File: config.mk
export PLATFORM = sky130hd
export DESIGN_NAME = baccarat_sequencer
export DESIGN_NICKNAME = d
export VERILOG_FILES = /design/src/rtl/baccarat_sequencer.sv
export SDC_FILE = /design/constraint.sdc
export NUM_CORES = 1
export LEC_CHECK = 0
export ABC_AREA = 1
export CAP_MARGIN = 20
export CORE_UTILIZATION = 32
export DETAILED_ROUTE_END_ITERATION = 16
export MAX_ROUTING_LAYER = met4
export PLACE_DENSITY_LB_ADDON = 0.1
export SYNTH_ARGS = -nofsm -noshare
export SYNTH_HDL_FRONTEND = slang
export SYNTH_SLANG_ARGS = --single-unit
File: constraint.sdc
create_clock -name slow_clock -period 3.4 [get_ports slow_clock]
set_input_delay 1.02 -clock slow_clock [delete_from_list [all_inputs] [get_ports slow_clock]]
set_output_delay 1.02 -clock slow_clock [all_outputs]
set_load 0.01 [all_outputs]
File: src/rtl/baccarat_sequencer.sv
// Baccarat game-control FSM: deals four cards, applies the third-card rules
// for player and dealer, then holds the win lights until reset.
module baccarat_sequencer #(
  parameter logic [3:0] NATURAL_MIN = 4'd8,
  parameter logic [3:0] PLAYER_DRAW = 4'd5
) (
  input  logic       slow_clock,
  input  logic       resetb,
  input  logic [3:0] pscore,
  input  logic [3:0] dscore,
  input  logic [3:0] pcard3,
  output logic       load_pcard1,
  output logic       load_pcard2,
  output logic       load_pcard3,
  output logic       load_dcard1,
  output logic       load_dcard2,
  output logic       load_dcard3,
  output logic       player_win_light,
  output logic       dealer_win_light,
  output logic       game_over
);

  typedef enum logic [3:0] {
    S_RESET = 4'd0,
    S_P1    = 4'd1,
    S_D1    = 4'd2,
    S_P2    = 4'd3,
    S_D2    = 4'd4,
    S_EVAL  = 4'd5,
    S_P3    = 4'd6,
    S_BEVAL = 4'd7,
    S_D3    = 4'd8,
    S_DONE  = 4'd9
  } state_t;

  // strobe vector order: {pcard1, dcard1, pcard2, dcard2, pcard3, dcard3}
  state_t     state_q, state_d;
  logic [5:0] loads_q, loads_d;
  logic       done_q, done_d;
  logic       pwin_s, dwin_s;

  // Face cards and tens (codes 10..15) count as zero.
  function automatic logic dealer_draws(input logic [3:0] ds, input logic [3:0] card);
    logic [3:0] v;
    logic       draw;
    v = (card >= 4'd10) ? 4'd0 : card;
    case (ds)
      4'd0, 4'd1, 4'd2: draw = 1'b1;
      4'd3:             draw = (v != 4'd8);
      4'd4:             draw = (v >= 4'd2) && (v <= 4'd7);
      4'd5:             draw = (v >= 4'd4) && (v <= 4'd7);
      4'd6:             draw = (v >= 4'd6) && (v <= 4'd7);
      default:          draw = 1'b0;
    endcase
    return draw;
  endfunction

  // Next-state logic for the deal and third-card decisions.
  always_comb begin
    state_d = state_q;
    case (state_q)
      S_RESET: state_d = S_P1;
      S_P1:    state_d = S_D1;
      S_D1:    state_d = S_P2;
      S_P2:    state_d = S_D2;
      S_D2:    state_d = S_EVAL;
      S_EVAL: begin
        if ((pscore >= NATURAL_MIN) || (dscore >= NATURAL_MIN)) begin
          state_d = S_DONE;
        end else if (pscore <= PLAYER_DRAW) begin
          state_d = S_P3;
        end else if (dscore <= 4'd5) begin
          state_d = S_D3;
        end else begin
          state_d = S_DONE;
        end
      end
      S_P3:    state_d = S_BEVAL;
      S_BEVAL: state_d = dealer_draws(dscore, pcard3) ? S_D3 : S_DONE;
      S_D3:    state_d = S_DONE;
      S_DONE:  state_d = S_DONE;
      default: state_d = S_RESET;
    endcase
  end

  // Moore outputs decoded from the next state so they can be registered.
  always_comb begin
    loads_d = 6'b000000;
    done_d  = 1'b0;
    case (state_d)
      S_P1:    loads_d = 6'b100000;
      S_D1:    loads_d = 6'b010000;
      S_P2:    loads_d = 6'b001000;
      S_D2:    loads_d = 6'b000100;
      S_P3:    loads_d = 6'b000010;
      S_D3:    loads_d = 6'b000001;
      S_DONE:  done_d  = 1'b1;
      default: loads_d = 6'b000000;
    endcase
  end

  // State and output registers with synchronous active-low reset.
  always_ff @(posedge slow_clock) begin
    if (!resetb) begin
      state_q <= S_RESET;
      loads_q <= 6'b000000;
      done_q  <= 1'b0;
    end else begin
      state_q <= state_d;
      loads_q <= loads_d;
      done_q  <= done_d;
    end
  end

  // Lights follow live scores so a final dealer third card is included.
  always_comb begin
    pwin_s = 1'b0;
    dwin_s = 1'b0;
    if (done_q) begin
      pwin_s = (pscore > dscore) | (pscore == dscore);
      dwin_s = (dscore > pscore) | (pscore == dscore);
    end else begin
      pwin_s = 1'b0;
      dwin_s = 1'b0;
    end
  end

  assign load_pcard1      = loads_q[5];
  assign load_dcard1      = loads_q[4];
  assign load_pcard2      = loads_q[3];
  assign load_dcard2      = loads_q[2];
  assign load_pcard3      = loads_q[1];
  assign load_dcard3      = loads_q[0];
  assign game_over        = done_q;
  assign player_win_light = pwin_s;
  assign dealer_win_light = dwin_s;

endmodule
==> impl_metrics.tcl, run 1 <==
set metrics [dict create \
    status "finished clean" \
    drt-wirelength-per-cell_microns 9.00 \
    preCtsSetupSlack_ns -0.530 \
    crit_path_max_fanout 2 \
    setup_ws_ns 0.122 \
    synth_top_area_share_pct 34.7 \
    clkTransAtPathRegs_ns 0.08 \
    cp.arrival_ns 2.26 \
    layout.cells.most_common "nand2_1" \
    drc 0 \
    nNetsFinal 150 \
    cellLeakagePower_uw 0.000537 \
    worst_setup_path_end_kind "output pin" \
    root_buffer "clkbuf_4" \
    first_pass_iters 4 \
    finalWorstPathRequiredPeriod_ns 3.28 \
    crit_chain "clkdlybuf4s50_1, ha_4, o211ai_1, nand2_1, a21boi_1, buf_2" \
    fp-row-count 15 \
    synth_top_cell_by_area "dfxtp_1" \
    initial_utilization_pct 35.6 \
    finalClockSkew_ns 0.00990 \
    dieHeight_microns 46.5 \
    final_util_pct 56.8 \
    critPathLaunchType "input pin" \
    synth-seq-cells 11 \
    antenna_cells 0 \
    grt_antenna_before_repair 0 \
    drtAntennaViolNets 0 \
    ys_seq_area_share_pct 34.7 \
    wl_microns 1400 \
    power.total_uw 315 \
    slowest_stage "clkdlybuf4s50_1" \
    final.setup.tns_ns 0 \
    worstSetupPathType "input pin to output pin" \
    gr-total-overflow 0 \
    io_pins 23 \
    final_layout_size_suffix_gt1_share_pct 18.3 \
    vias 680 \
    hold_violations 0 \
    grt_pass1_vias 598 \
    clk_latency_ns 0.27 \
    min_path_type "flip-flop to flip-flop" \
    track_usage_pct 15.4 \
    port_buffers 22 \
    synth_area_leaders "dfxtp_1 (35%), nand2_1 (15%), inv_1 (11%)" \
    grt_pass1_wl_microns 2290 \
    vdd_drop_max_uv 146 \
    fillers 182 \
    postSynthCellCount 98 \
    finalSetupViolCount 0 \
    final.period_utilization_pct 96.4 \
    grt_start_max_net_pins 8 \
    syn-cell-area_sq_um 634 \
    power_density_nw_per_um2 312 \
    place_congestion 0.860 \
    seq_area_sq_um 220 \
    critical-path-max-stage-delay_ns 0.54 \
    slew_headroom_pct 80.5 \
    multi_input_comb_area_sq_um 388 \
    synth_nets 116 \
    tightest_slew_ns 0.289 \
    cts-htree-levels 1 \
    die_x_microns 46.5 \
    dp_hpwl_microns 1100 \
    worst_hold_slack_ns 0.566 \
    rsz0062_at_grt "no" \
    area_delta_synth_final_pct 59.6 \
    cts_buffers 3 \
    fmax_mhz 305 \
    crit_required_ns 2.38 \
    cts_buffer_depth 2 \
    cts_tree "yes" \
    cap_violations 0 \
    yosysWarnings 0 \
    cts_sinks 11 \
    ys_types 19 \
    floorplan.core_area_sq_um 1780 \
    drt_iter0_drc 9 \
    maxSlewViolCount 0 \
    syn_avg_cell_area_sq_um 6.47 \
    die_area_sq_um 2160 \
    viasPerCell 4.36 \
    mostFrequentLayoutCells "nand2_1 (26), inv_1 (16), nor2_1 (16), clkdlybuf4s50_1 (15), dfxtp_1 (11)" \
    holdBufCountCts 0 \
]
-- metrics by stage --
stage	instances	instance area (sq um)
3_3_place_gp	152	938
4_1_cts	156	970
2_1_floorplan	98	634
6_report	156	1010
3_5_place_dp	152	938
5_1_grt	156	1010
-- sequential cells by signal (all words and copies together) (netlist names) --
name / cells
game_over: 1
loads_q: 6
state_q: 4
-- routing by layer --
metal	vias up	GRT usage (%)	routed length [microns]
li1	367	-	-
met1	292	15.7	578
met2	21	28.6	770
met3	0	1.57	55
met4	0	7.65	0
met5	-	-	0
-- path summary, 6_finish.rpt --
path / startpoint / end / slack (ns) / cells after the start
min: state_q[0] / loads_q[2] / 0.57 / 2
max reg2reg: state_q[0] / loads_q[0] / 2.15 / 9
max: dscore[2] / player_win_light / 0.12 / 6
min reg2reg: state_q[0] / loads_q[2] / 0.57 / 2
-- what timing repair did --
item,in CTS,in global routing
pin swaps,3,5
gates resized for setup,13,9
setup endpoints to repair,2,2
buffers inserted,0,0
-- report_power, final --
group,switching (uW),leakage (uW),internal [uW]
registers,6.41,0.0000898,136
logic,39.5,0.000433,44.7
clock network,43.7,0.0000150,45.4
-- final cells by class --
| type | count | share of cell area (%) |
|---|---|---|
| timing repair buffer | 29 | 26.8 |
| multi-input combinational | 67 | 38.3 |
| sequential | 11 | 21.8 |
| inverter | 20 | 7.42 |
| tap | 25 | 3.09 |
| clock buffer | 4 | 2.60 |
-- critical path: cells and delay by family --
kind	cells	cell delay (ns)
buffers and inverters	2	0.69
AO/OA/AOI/OAI	2	0.25
adder cells (fa/ha/maj)	1	0.23
AND/OR/NAND/NOR	1	0.07
-- synth_stat cells --
master and number:
nor2_1 16, o21ai_0 2, a21boi_1 1, inv_2 1
nand4_1 1, nand2_1 26, nand3_2 1, ha_1 4
o21ai_1 1, a21boi_0 1, nor2_4 1, nor2_2 1
inv_1 19, o211ai_1 1, a21oi_1 2, nand3_1 7
nand2_2 1, dfxtp_1 11, a41oi_1 1
-- cell families after synthesis --
| group | Yosys count | synth area share, % |
|---|---|---|
| buf+inv | 20 | 11.8 |
| simple gates | 54 | 36.7 |
| flops | 11 | 34.7 |
| fa+ha+maj | 4 | 7.89 |
| compound gates | 9 | 8.88 |
No activity file was read; power rests on OpenSTA's default activity.
==> inputs of run 2 (changes only) <==
--- a/config.mk
+++ b/config.mk
@@ -8,6 +8,7 @@
 export ABC_AREA = 1
 export CAP_MARGIN = 20
 export CORE_UTILIZATION = 32
+export CTS_BUF_LIST = sky130_fd_sc_hd__clkbuf_8
 export DETAILED_ROUTE_END_ITERATION = 16
 export MAX_ROUTING_LAYER = met4
 export PLACE_DENSITY_LB_ADDON = 0.1
==> run 2 against run 1 <==
Die area unchanged. Global-route usage grew 0.58 points. Critical path type unchanged. Core utilization rose by 1.1 points. Largest cell class unchanged.
==> impl_metrics.tcl, run 2 (same netlist as run 1, synthesis figures left out) <==
set metrics [dict create \
    grt_start_max_net_pins 8 \
    rr_worst_depth 9 \
    place_congestion 0.860 \
    vdd_drop_max_uv 166 \
    preCtsSetupSlack_ns -0.530 \
    cp.arrival_ns 2.26 \
    dieHeight_microns 46.5 \
    cts_tree "yes" \
    mostFrequentLayoutCells "nand2_1 (26), inv_1 (17), nor2_1 (16), clkdlybuf4s50_1 (15), dfxtp_1 (11)" \
    cts-htree-levels 1 \
    power.switching_uw 92.4 \
    intPower_uw 260 \
    area_delta_synth_final_pct 62.5 \
    io_pins 23 \
    final_cell_area_sq_um 1030 \
    power_density_nw_per_um2 342 \
    worstSetupPathType "input pin to output pin" \
    cts_sinks 11 \
    finalWorstPathRequiredPeriod_ns 3.28 \
    drtAntennaViolNets 0 \
    drt-wirelength-per-cell_microns 8.87 \
    critical-path-max-stage-delay_ns 0.54 \
    postPlaceCellArea_sq_um 938 \
    p_sw_share_pct 26.2 \
    holdBufCountCts 0 \
    grt_antenna_before_repair 0 \
    grt_pass1_vias 591 \
    die_x_microns 46.5 \
    vias 686 \
    fmax_mhz 305 \
    critPathLaunchType "input pin" \
    initial_utilization_pct 35.6 \
    worst_r2r_endpoint "loads_q[0]" \
    floorplan.core_area_sq_um 1780 \
    die_area_sq_um 2160 \
    gr-total-overflow 0 \
    layout.cells.most_common "nand2_1" \
    min_path_cells 2 \
    worst_setup_path_end_kind "output pin" \
    slew_headroom_pct 80.3 \
    r2r_slack_ns 2.15 \
    post-cts-setup-buffer-count 0 \
    dp_hpwl_microns 1100 \
    track_usage_pct 16.0 \
    root_buffer "clkbuf_8" \
    finalClockSkew_ns 0.00313 \
    fp-row-count 15 \
    min_path_type "flip-flop to flip-flop" \
    grt_pass1_wl_microns 2280 \
    cts_buffers 3 \
    cellLeakagePower_uw 0.000549 \
    tightest_slew_ns 0.293 \
    largest_reg_flops 6 \
    cts_buffer_depth 2 \
    share_seq_of_total_power_pct 40.4 \
    drt_iter0_drc 8 \
    final_layout_size_suffix_gt1_share_pct 18.3 \
    maxSlewViolCount 0 \
    crit_required_ns 2.38 \
    first_pass_iters 3 \
    clkTransAtPathRegs_ns 0.05 \
    hold_violations 0 \
    clk_latency_ns 0.24 \
    crit_path_max_fanout 2 \
    slowest_stage "clkdlybuf4s50_1" \
    final_util_pct 57.8 \
    max_flop_register "loads_q" \
    antenna_cells 0 \
    min_from "state_q[0]" \
    status "finished clean" \
    r2r-start "state_q[0]" \
    finalSetupViolCount 0 \
    drc 0 \
    rsz0062_at_grt "no" \
    final.period_utilization_pct 96.4 \
    viasPerCell 4.40 \
    cap_violations 0 \
    power_frac_clock_pct 35.7 \
    nNetsFinal 150 \
    wl_microns 1380 \
    setup_ws_ns 0.122 \
    hold_path_end "loads_q[2]" \
    combPwrFrac_pct 23.9 \
    port_buffers 22 \
    crit_chain "clkdlybuf4s50_1, ha_4, o211ai_1, nand2_1, a21boi_1, buf_2" \
]
run 2: changes by cell type in the layout (fill, tap and decap cells not counted), sizes merged:
| cell | previous run | this run |
|---|---|---|
| clkbuf | 4 | 3 |
| inv | 20 | 21 |
run 2: power groups by stage:
stage	registers (uW)	clock network, uW	logic (uW)
6_report	142	126	84.1
5_1_grt	143	134	95.2
4_1_cts	142	126	79.2
3_5_place_dp	145	0	76.7
3_3_place_gp	145	0	76.2
2_1_floorplan	145	0	38.4
run 2: worst max-delay path by stage:
stage / startpoint / cells past startpoint / endpoint / slack (ns)
CTS: pscore[3] / 7 / player_win_light / 0.002
global placement: pscore[1] / 9 / player_win_light / -0.46
global route: dscore[2] / 6 / player_win_light / 0.02
finish: dscore[2] / 6 / player_win_light / 0.12
detailed placement: pscore[1] / 9 / player_win_light / -0.53
floorplan: pscore[1] / 7 / player_win_light / 0.43
run 2: metrics by stage:
step           TNS, ns  total power (uW)  hold slack (ns)  instances
5_1_grt              0               372            0.606        156
3_5_place_dp    -0.911               221            0.573        152
3_3_place_gp    -0.816               221            0.560        152
6_report             0               352            0.572        156
2_1_floorplan        0               184            0.519         98
4_1_cts              0               348            0.574        156
run 2: critical path, delay by kind of cell:
kind                       cells  cell delay (ns)
buffers and inverters          2             0.69
AOI/OAI and AO/OA              2             0.25
adders and majority gates      1             0.23
and+or+nand+nor                1             0.07
run 2: metal layers:
| metal | vias up | track usage (%) | share of wire (%) |
|---|---|---|---|
| met5 | - | - | 0 |
| met1 | 291 | 16.0 | 42 |
| met3 | 4 | 2.75 | 4.0 |
| met4 | 0 | 12.9 | 3.7 |
| met2 | 23 | 26.9 | 50 |
| li1 | 368 | - | - |
run 2: timing repair:
action / in CTS / in global routing
pin swaps: 3 / 5
gates resized for setup: 13 / 9
setup endpoints to repair: 2 / 2
run 2: layout make-up:
| type | count | area, sq um |
|---|---|---|
| sequential | 11 | 220 |
| clock buffer | 3 | 41.3 |
| timing repair buffer | 29 | 272 |
| multi-input combinational | 67 | 388 |
| clock inverter | 1 | 3.75 |
| inverter | 20 | 75.1 |
| fill | 175 | 752 |
| tap | 25 | 31.3 |
==> inputs of run 3 (changes only) <==
--- a/config.mk
+++ b/config.mk
@@ -10,8 +10,8 @@
 export CORE_UTILIZATION = 32
 export CTS_BUF_LIST = sky130_fd_sc_hd__clkbuf_8
 export DETAILED_ROUTE_END_ITERATION = 16
-export MAX_ROUTING_LAYER = met4
 export PLACE_DENSITY_LB_ADDON = 0.1
 export SYNTH_ARGS = -nofsm -noshare
 export SYNTH_HDL_FRONTEND = slang
 export SYNTH_SLANG_ARGS = --single-unit
+export TNS_END_PERCENT = 100
==> results of run 3 <==
The final DEF is identical to that of run 2; final timing and power are the same.
Among the figures that moved: final weighted congestion in routability-driven placement 0.860 -> 0.846; overall routing resource usage 16.0% -> 15.6%
